$ cat src/rtl/gtp_link_pkg.sv
// Shared link-layer definitions for the GTP frame transmitter and receiver:
// K-codes, EOF status values, FSM state codes and CRC-16-CCITT constants.
package gtp_link_pkg;

  localparam logic [7:0] K28_5 = 8'hBC;  // comma / idle
  localparam logic [7:0] K27_7 = 8'hFB;  // start of frame
  localparam logic [7:0] K28_0 = 8'h1C;  // fill
  localparam logic [7:0] K29_7 = 8'hFD;  // end of frame

  localparam logic [7:0] EOF_OK    = 8'h00;
  localparam logic [7:0] EOF_TRUNC = 8'h01;
  localparam logic [7:0] EOF_ABORT = 8'h02;

  localparam logic [15:0] CRC_POLY = 16'h1021;
  localparam logic [15:0] CRC_INIT = 16'hFFFF;

  typedef logic [2:0] state_t;
  localparam state_t ST_IDLE = 3'd0;
  localparam state_t ST_DATA = 3'd1;
  localparam state_t ST_CRC  = 3'd2;
  localparam state_t ST_EOF  = 3'd3;
  localparam state_t ST_DROP = 3'd4;
  localparam state_t ST_GAP  = 3'd5;

  typedef struct packed {
    logic        k;
    logic [15:0] data;
  } tx_word_t;

  function automatic tx_word_t k_word(input logic [7:0] hi, input logic [7:0] code);
    return '{k: 1'b1, data: {hi, code}};
  endfunction

endpackage

$ cat src/rtl/crc16_ccitt_w16.sv
// Combinational next-state of CRC-16-CCITT (poly 0x1021) for one 16-bit word,
// processed MSB first.
module crc16_ccitt_w16
  import gtp_link_pkg::*;
(
  input  logic [15:0] crc_in,
  input  logic [15:0] d,
  output logic [15:0] crc_out
);

  logic [15:0] c;

  // NOTE: blocking '=' is correct here: each bit step must see the previous
  // step's result within the same evaluation, and c is fully assigned first.
  always_comb begin
    c = crc_in;
    for (int i = 15; i >= 0; i--) begin
      if (c[15] ^ d[i]) c = {c[14:0], 1'b0} ^ CRC_POLY;
      else              c = {c[14:0], 1'b0};
    end
    crc_out = c;
  end

endmodule

$ cat src/rtl/gtp_frame_tx.sv
// Per-lane frame transmitter: wraps a valid/ready payload stream into
// SOF / payload / CRC / EOF frames with comma idles for one GTP TX lane.
module gtp_frame_tx
  import gtp_link_pkg::*;
#(
  parameter int MAX_WORDS = 512,
  parameter int IDLE_GAP  = 2
) (
  input  logic        clk,
  input  logic        rst_n,
  input  logic        link_up,
  input  logic [15:0] s_data,
  input  logic [7:0]  s_tag,
  input  logic        s_last,
  input  logic        s_valid,
  output logic        s_ready,
  output logic [15:0] tx_data,
  output logic        tx_charisk,
  output logic [15:0] frames_sent,
  output logic        trunc_err
);

  localparam logic [7:0]  GAP_LOAD = 8'(IDLE_GAP);
  localparam logic [15:0] LAST_IDX = 16'(MAX_WORDS - 1);
  localparam state_t      GAP_EXIT = (IDLE_GAP == 0) ? ST_IDLE : ST_GAP;

  state_t      state;
  tx_word_t    tx_q;
  logic [15:0] crc;
  logic [15:0] crc_next;
  logic [15:0] word_cnt;
  logic [7:0]  status;
  logic [7:0]  gap_cnt;
  logic        drop;
  logic        accept;

  // Ready depends only on state and link, so upstream may gate valid on it.
  assign s_ready = link_up && (state == ST_DATA || state == ST_DROP);
  assign accept  = s_valid && s_ready;

  assign tx_data    = tx_q.data;
  assign tx_charisk = tx_q.k;

  crc16_ccitt_w16 u_crc (
    .crc_in  (crc),
    .d       (s_data),
    .crc_out (crc_next)
  );

  // NOTE: every register, datapath included, is reset so the lane drives a
  // clean comma stream straight out of reset; sequential state uses '<=' only.
  always_ff @(posedge clk or negedge rst_n) begin
    if (!rst_n) begin
      state       <= ST_IDLE;
      tx_q        <= k_word(8'h00, K28_5);
      crc         <= CRC_INIT;
      word_cnt    <= '0;
      status      <= EOF_OK;
      gap_cnt     <= '0;
      drop        <= 1'b0;
      frames_sent <= '0;
      trunc_err   <= 1'b0;
    end else begin
      trunc_err <= 1'b0;
      case (state)
        ST_IDLE: begin
          tx_q <= k_word(8'h00, K28_5);
          if (link_up && s_valid && gap_cnt == 8'd0) begin
            tx_q     <= k_word(s_tag, K27_7);
            crc      <= CRC_INIT;
            word_cnt <= '0;
            status   <= EOF_OK;
            drop     <= 1'b0;
            state    <= ST_DATA;
          end
        end
        ST_DATA: begin
          if (!link_up) begin
            // Lost link mid-payload: close the frame at once, no CRC word.
            tx_q        <= k_word(EOF_ABORT, K29_7);
            frames_sent <= frames_sent + 16'd1;
            trunc_err   <= 1'b1;
            gap_cnt     <= GAP_LOAD;
            drop        <= 1'b1;
            state       <= ST_DROP;
          end else if (s_valid) begin
            tx_q     <= '{k: 1'b0, data: s_data};
            crc      <= crc_next;
            word_cnt <= word_cnt + 16'd1;
            if (s_last) begin
              state <= ST_CRC;
            end else if (word_cnt == LAST_IDX) begin
              status <= EOF_TRUNC;
              drop   <= 1'b1;
              state  <= ST_CRC;
            end
          end else begin
            tx_q <= k_word(8'h00, K28_0);
          end
        end
        ST_CRC: begin
          tx_q  <= '{k: 1'b0, data: crc};
          state <= ST_EOF;
        end
        ST_EOF: begin
          tx_q        <= k_word(status, K29_7);
          frames_sent <= frames_sent + 16'd1;
          trunc_err   <= (status != EOF_OK);
          gap_cnt     <= GAP_LOAD;
          state       <= drop ? ST_DROP : GAP_EXIT;
        end
        ST_DROP: begin
          tx_q <= k_word(8'h00, K28_5);
          if (accept && s_last) state <= GAP_EXIT;
        end
        ST_GAP: begin
          tx_q <= k_word(8'h00, K28_5);
          if (link_up) begin
            if (gap_cnt <= 8'd1) begin
              gap_cnt <= '0;
              state   <= ST_IDLE;
            end else begin
              gap_cnt <= gap_cnt - 8'd1;
            end
          end
        end
        default: begin
          tx_q  <= k_word(8'h00, K28_5);
          state <= ST_IDLE;
        end
      endcase
    end
  end

endmodule

$ cat config.mk
export PLATFORM = sky130hd
export DESIGN_NAME = gtp_frame_tx
export DESIGN_NICKNAME = d
export VERILOG_FILES = /design/src/rtl/gtp_link_pkg.sv /design/src/rtl/crc16_ccitt_w16.sv /design/src/rtl/gtp_frame_tx.sv
export SDC_FILE = /design/constraint.sdc
export NUM_CORES = 1
export LEC_CHECK = 0
export ABC_CLOCK_PERIOD_IN_PS = 1900
export CAP_MARGIN = 20
export CORE_ASPECT_RATIO = 0.75
export CORE_MARGIN = 5
export CORE_UTILIZATION = 49
export DETAILED_ROUTE_END_ITERATION = 8
export PLACE_DENSITY = 0.88
export SYNTH_ARGS = -nofsm -noshare
export SYNTH_HDL_FRONTEND = slang
export SYNTH_HIERARCHICAL = 1
export SYNTH_SLANG_ARGS = --single-unit
$ cat constraint.sdc
create_clock -name clk -period 1.9 [get_ports clk]
set_input_delay 0.19 -clock clk [delete_from_list [all_inputs] [get_ports clk]]
set_output_delay 0.19 -clock clk [all_outputs]
set_load 0.1 [all_outputs]
==> results of run 1 <==
-- repair_timing --
| item | in CTS | in global routing |
|---|---|---|
| cloned | 0 | 0 |
| gates resized for setup | 5 | 31 |
| hold endpoints to repair | 18 | 0 |
| endpoints found under the setup margin | 31 | 35 |
| pin swaps | 4 | 8 |
| hold buffers | 1 | 0 |
| setup buffers | 2 | 6 |
-- area by class of cell --
type	instances	area, um2
multi-input cells	326	2440
clock inverters	6	140
repair buffers	144	1210
fillers	563	2670
clock buffers	10	239
flip-flops and latches	79	2010
well taps	112	140
inverters	11	41.3
-- stage by stage --
step | setup TNS, ns | total power [uW] | utilization
final | -0.424 | 12100 | 0.700
after global routing | -1.18 | 12600 | 0.700
after CTS | -0.183 | 11500 | 0.677
after detailed placement | -2.37 | 9140 | 0.629
after global placement | -0.807 | 8920 | 0.629
after floorplan | -0.0915 | 7050 | -
-- cells by family after synthesis --
kind of cell,count (synthesis),share of synthesized area
compound gates,76,0.113
buf+inv,32,0.0329
flops,79,0.455
fa+ha+maj,5,0.0142
simple gates,167,0.200
mux,6,0.0139
xor+xnor,72,0.171
-- layer usage --
| layer | global-route usage | part of all wire | up-vias |
|---|---|---|---|
| met4 | 0.0705 | 0.036 | 0 |
| met2 | 0.385 | 0.49 | 192 |
| met3 | 0.0666 | 0.074 | 44 |
| met1 | 0.295 | 0.40 | 1986 |
| met5 | 0 | 0 | - |
| li1 | - | - | 1821 |
-- final timing paths --
kind                       slack [ns]                         end  depth (start not counted)
min in group clk                 0.47  frames_sent[6]$_DFFE_PN0P_                          1
setup reg to reg                -0.07      gap_cnt[2]$_DFFE_PN0P_                          6
hold reg to reg                  0.47  frames_sent[6]$_DFFE_PN0P_                          1
max in group asynchronous        0.90          crc[3]$_DFFE_PN1P_                          3
hold / removal                   0.35        tx_data[8]$_DFF_PN0_                          2
setup / recovery                -0.07      gap_cnt[2]$_DFFE_PN0P_                          6
-- registers in the layout, indices dropped and copies added (netlist names) --
signal and flops:
frames_sent 16, state 3, gap_cnt 8, status 1, crc 16, tx_charisk 1, drop 1, tx_data 16
trunc_err 1, word_cnt 16
-- worst max-delay path: stages (launching register included) --
cell     delay [ns]
dfrtp_1        0.38
or4_4          0.55
buf_6          0.15
o311a_4        0.37
nor3_2         0.16
buf_4          0.19
a21oi_1        0.05
-- power groups by stage --
| stage | combinational, uW | clock, uW | sequential, uW |
|---|---|---|---|
| final | 7290 | 2190 | 2660 |
| after global routing | 7640 | 2280 | 2700 |
| after CTS | 6680 | 2210 | 2620 |
| after detailed placement | 6510 | 0 | 2630 |
| after global placement | 6310 | 0 | 2600 |
| after floorplan | 3530 | 0 | 3520 |
-- placed cells by master, fill, tap and decap left out, types with 5 or more instances in the layout --
master / instances
buf_4: 109
nand2_1: 57
dfrtp_1: 49
xnor2_1: 39
clkdlybuf4s50_1: 27
o21ai_0: 24
dfstp_2: 22
xor2_1: 16
nor2_1: 15
nand3_1: 15
a21oi_1: 13
nand4_1: 13
inv_1: 10
clkbuf_16: 9
o31ai_1: 8
or4_1: 8
dfrtp_2: 8
nand2b_1: 7
nor3_1: 7
a222oi_1: 6
and3_1: 6
a221o_1: 6
xnor2_2: 6
mux2i_1: 5
a21oi_2: 5
==> flow_summary.ini, run 1 <==
[outcome]
status = complete, but fails checks
violations = negative setup slack

[floorplan]
io_pins = 64
die_x_um = 119
die-area_um2 = 11000
die_h_um = 92.1
core_area_um2 = 8900
start_util = 0.495
rows = 30

[detailed_routing]
drt-pass1-iter-count = 7
wl_per_cell_um = 19.5
ant_nets = 0
drc = 0
routed_wl_mm = 13.4
via_per_inst = 5.88
route.vias.total = 4043
drt_iter0_drc = 431

[yosys]
seq_area_frac_synth = 0.455
syn_area_um2 = 4410
yosysTopAreaCell = dfrtp_1
ys_seq_elements = 79
synth_edf_count = 0
syn_inst = 437
synth_ff_type = dfrtp_1
synth_warnings = 6
async_reset_ff_frac = 1.00
synth_area_per_cell_um2 = 10.1
netlist_top_cells_count = dfrtp_1, nand2_1, xnor2_1, o21ai_0, dfstp_2
synth_top_cell_area_share = 0.324
synth.area.top_cells = dfrtp_1, dfstp_2, xnor2_1, nand2_1, xor2_1
synth_fp_nets = 471
synthDistinctLibCells = 58

[worst_setup_path]
crit_required_ns = 2.12
arrival_ns = 2.18
endpoint_kind = flip-flop
worstReg2RegStart = gap_cnt[4]$_DFFE_PN0P_
path_class = flip-flop to flip-flop
cp_max_fo = 6
crit_start = gap_cnt[4]$_DFFE_PN0P_
start_kind = flip-flop

[sta]
setup_viol = 7
clock.fmax_mhz = 508
timing.final.crit_share = 1.04
whs_ns = 0.345
finalHoldViolations = 0
finalWorstSetupSlack_ns = -0.0696
fin_crit_ns = 1.97
worst_slew_pin_slew_ns = 0.475
slew_headroom = 0.683
finalMaxSlewViolations = 0
rsz0062_at_grt = yes
fin_skew_ns = 0.0121

[clocking]
clockBufferDepth = 2
h-tree-depth = 3
numCtsBuffers = 9
cts_tree = built
clk_pin_slew_ns = 0.07
clock_latency_ns = 0.35
cts_sinks = 79
cts_root_buf = clkbuf_16

[power_and_ir_drop]
powerDensity_nw_per_um2 = 1950
ir_drop_mv = 0.974
combPwrFrac = 0.601
swShare = 0.423
p_switching_uw = 5140
power_frac_clock = 0.180
p_seq_frac = 0.219
power.leakage_uw = 0.00276
p_int_uw = 6990

[place]
routabilityCongestion = 0.949
dp.cells = 663
placement.io_buffers = 63
placed_cell_area_um2 = 5590
dp_slack_ns = -0.178
hpwl_mm = 8.78

[global_route]
grt_pass1_vias = 4078
grt_pass1_wl_mm = 20.4
gr-total-overflow = 0
grt_max_degree = 47
antenna_found_initial = 0
track_usage = 0.232

[hold_path]
min_path_type = input pin to asynchronous set/reset pin

[cells_and_area]
fin_nets = 605
area_delta_synth_final_pct = 41.3
num_antenna_cells = 0
postLayoutCellArea_um2 = 6230
drive_gt1_frac = 0.359
instances_no_fill = 688

[job]
maxCapViolations = 0
Note: power is estimated with default switching activity, not from simulation.
==> inputs of run 2 (changes only) <==
--- a/config.mk
+++ b/config.mk
@@ -9,9 +9,9 @@
 export CAP_MARGIN = 20
 export CORE_ASPECT_RATIO = 0.75
 export CORE_MARGIN = 5
-export CORE_UTILIZATION = 49
+export CORE_UTILIZATION = 31
 export DETAILED_ROUTE_END_ITERATION = 8
-export PLACE_DENSITY = 0.88
+export PLACE_DENSITY = 0.64
 export SYNTH_ARGS = -nofsm -noshare
 export SYNTH_HDL_FRONTEND = slang
 export SYNTH_HIERARCHICAL = 1
==> run 2 against run 1 <==
  * The flow still finishes with violations (negative setup slack)
  * Core utilization decreased by 25 points
  * Flip-flop and latch count is the same
  * Non-clock buffer count is 4 lower
  * Final area fell by 0.68%
  * Power fell by 6.9%
  * Wire length fell by 11%
  * Maximum frequency is 3.1% lower
  * Cell count is 8.6% higher
  * Sequential power down 2%
  * Hold slack improved by 0.031 ns
  * Critical path type unchanged
  * Highest routed layer unchanged
  * Die area is 52% higher
  * Largest power group unchanged
  * Global-route usage down 8.8 points
==> flow_summary.ini, run 2 (synthesized netlist as in run 1, its figures left out) <==
[job]
maxCapViolations = 0

[sta]
clock.fmax_mhz = 492
finalMaxSlewViolations = 0
finalHoldViolations = 0
slew_headroom = 0.607
setup_viol = 7
finalWorstSetupSlack_ns = -0.133
fin_crit_ns = 2.03
timing.final.crit_share = 1.07
worst_slew_pin_slew_ns = 0.590
rsz0062_at_grt = yes
fin_skew_ns = 0.0126

[global_route]
track_usage = 0.144
grt_pass1_wl_mm = 19.5
gr-total-overflow = 0
grt_max_degree = 43
antenna_found_initial = 0
grt_pass1_vias = 3790

[place]
placed_cell_area_um2 = 5610
hpwl_mm = 8.38
routabilityCongestion = 0.867
placement.io_buffers = 63
dp.cells = 718

[worst_setup_path]
max_stage_delay_ns = 0.57
cp_num_buf_inv = 0
start_kind = flip-flop
critical-path-top-delay-family = simple AND/OR/NAND/NOR gates
path_class = flip-flop to flip-flop
endpoint_kind = flip-flop
cp_max_fo = 3
cp_common_cell = or4_4
path_cells = or4_4 -> or4_4 -> or4_4 -> a21oi_2
crit_required_ns = 2.16
arrival_ns = 2.29
cp_slowest_cell = or4_4

[cells_and_area]
drive_gt1_frac = 0.350
final_cell_mix = buf_4, nand2_1, dfrtp_1, xnor2_1, clkdlybuf4s50_1
instances_no_fill = 747
num-fill-cells = 1284
area_delta_synth_final_pct = 40.4
num_antenna_cells = 0
fin_nets = 601
postLayoutCellArea_um2 = 6180
layout_commonest_cell = buf_4

[hold_path]
min_path_type = input pin to asynchronous set/reset pin

[clocking]
cts_sinks = 79
clockBufferDepth = 2
cts_root_buf = clkbuf_16
clk_pin_slew_ns = 0.07
cts_tree = built
clock_latency_ns = 0.34
h-tree-depth = 3
numCtsBuffers = 9

[outcome]
violations = negative setup slack
status = complete, but fails checks

[floorplan]
start_util = 0.318
core_area_um2 = 13800
die_x_um = 148
io_pins = 64
die-area_um2 = 16700
die_h_um = 113
rows = 37

[detailed_routing]
routed_wl_mm = 11.9
ant_nets = 0
drt_iter0_drc = 295
drt-pass1-iter-count = 5
via_per_inst = 5.06
drc = 0
wl_per_cell_um = 15.9
route.vias.total = 3781

[power_and_ir_drop]
ir_drop_mv = 0.791
power.leakage_uw = 0.00270
powerDensity_nw_per_um2 = 1830
## run 2: layout make-up
class	instances	area [um2]	share of cell area
clock buffer	10	250	0.0405
clock inverter	6	50.0	0.00809
inverter	11	46.3	0.00749
multi-input combinational	326	2400	0.389
sequential	79	2010	0.326
tap	175	219	0.0354
timing repair buffer	140	1200	0.194
## run 2: per-layer routing
metal	vias to the layer above	track usage	routed length, um
met5	-	0	0
met4	0	0.0267	143
met1	1845	0.205	5690
li1	1817	-	-
met2	107	0.219	5300
met3	12	0.0440	749
## run 2: worst paths after layout
kind | startpoint | endpoint | slack, ns | cells after the start
max | gap_cnt[4]$_DFFE_PN0P_ | gap_cnt[7]$_DFFE_PN0P_ | -0.13 | 4
min | rst_n | tx_data[14]$_DFF_PN0_ | 0.38 | 2
max reg2reg | gap_cnt[4]$_DFFE_PN0P_ | gap_cnt[7]$_DFFE_PN0P_ | -0.13 | 4
min reg2reg | frames_sent[15]$_DFFE_PN0P_ | frames_sent[15]$_DFFE_PN0P_ | 0.48 | 1
max in group asynchronous | rst_n | frames_sent[0]$_DFFE_PN0P_ | 0.87 | 3
min in group clk | s_tag[6] | tx_data[14]$_DFF_PN0_ | 0.45 | 3
## run 2: worst register-to-register path, delay by kind of cell, from the launching register on
family           cells  cell delay [ns]
AO/OA/AOI/OAI        1             0.15
flip-flops           1             0.38
AND/OR/NAND/NOR      3             1.43
## run 2: through the flow
| step | setup slack (ns) | hold WS (ns) | util | setup TNS (ns) | total power, uW |
|---|---|---|---|---|---|
| 3_3_place_gp | -0.216 | 0.232 | 0.405 | -2.85 | 8990 |
| 6_report | -0.133 | 0.376 | 0.447 | -0.241 | 11300 |
| 2_1_floorplan | -0.0576 | -0.106 | - | -0.0915 | 7050 |
| 4_1_cts | -0.127 | 0.401 | 0.431 | -0.224 | 11000 |
| 3_5_place_dp | -0.314 | 0.232 | 0.405 | -3.43 | 9070 |
| 5_1_grt | -0.163 | 0.442 | 0.447 | -0.809 | 12000 |
## run 2: power by group
part           total, uW  internal, uW  leakage (uW)  switching, uW
Combinational       6950          3260       0.00159           3690
Sequential          2610          2250      0.000982            357
Clock               1730           979      0.000134            751
Total              11300          6490       0.00270           4800
## run 2: timing repair
| item | 4_1_cts | 5_1_grt |
|---|---|---|
| hold buffers | 1 | 0 |
| hold endpoints to repair | 19 | 0 |
| resized for setup | 8 | 26 |
| pin swaps | 3 | 15 |
| buffers inserted | 1 | 10 |
| gates cloned | 0 | 1 |
| setup endpoints to repair | 10 | 37 |
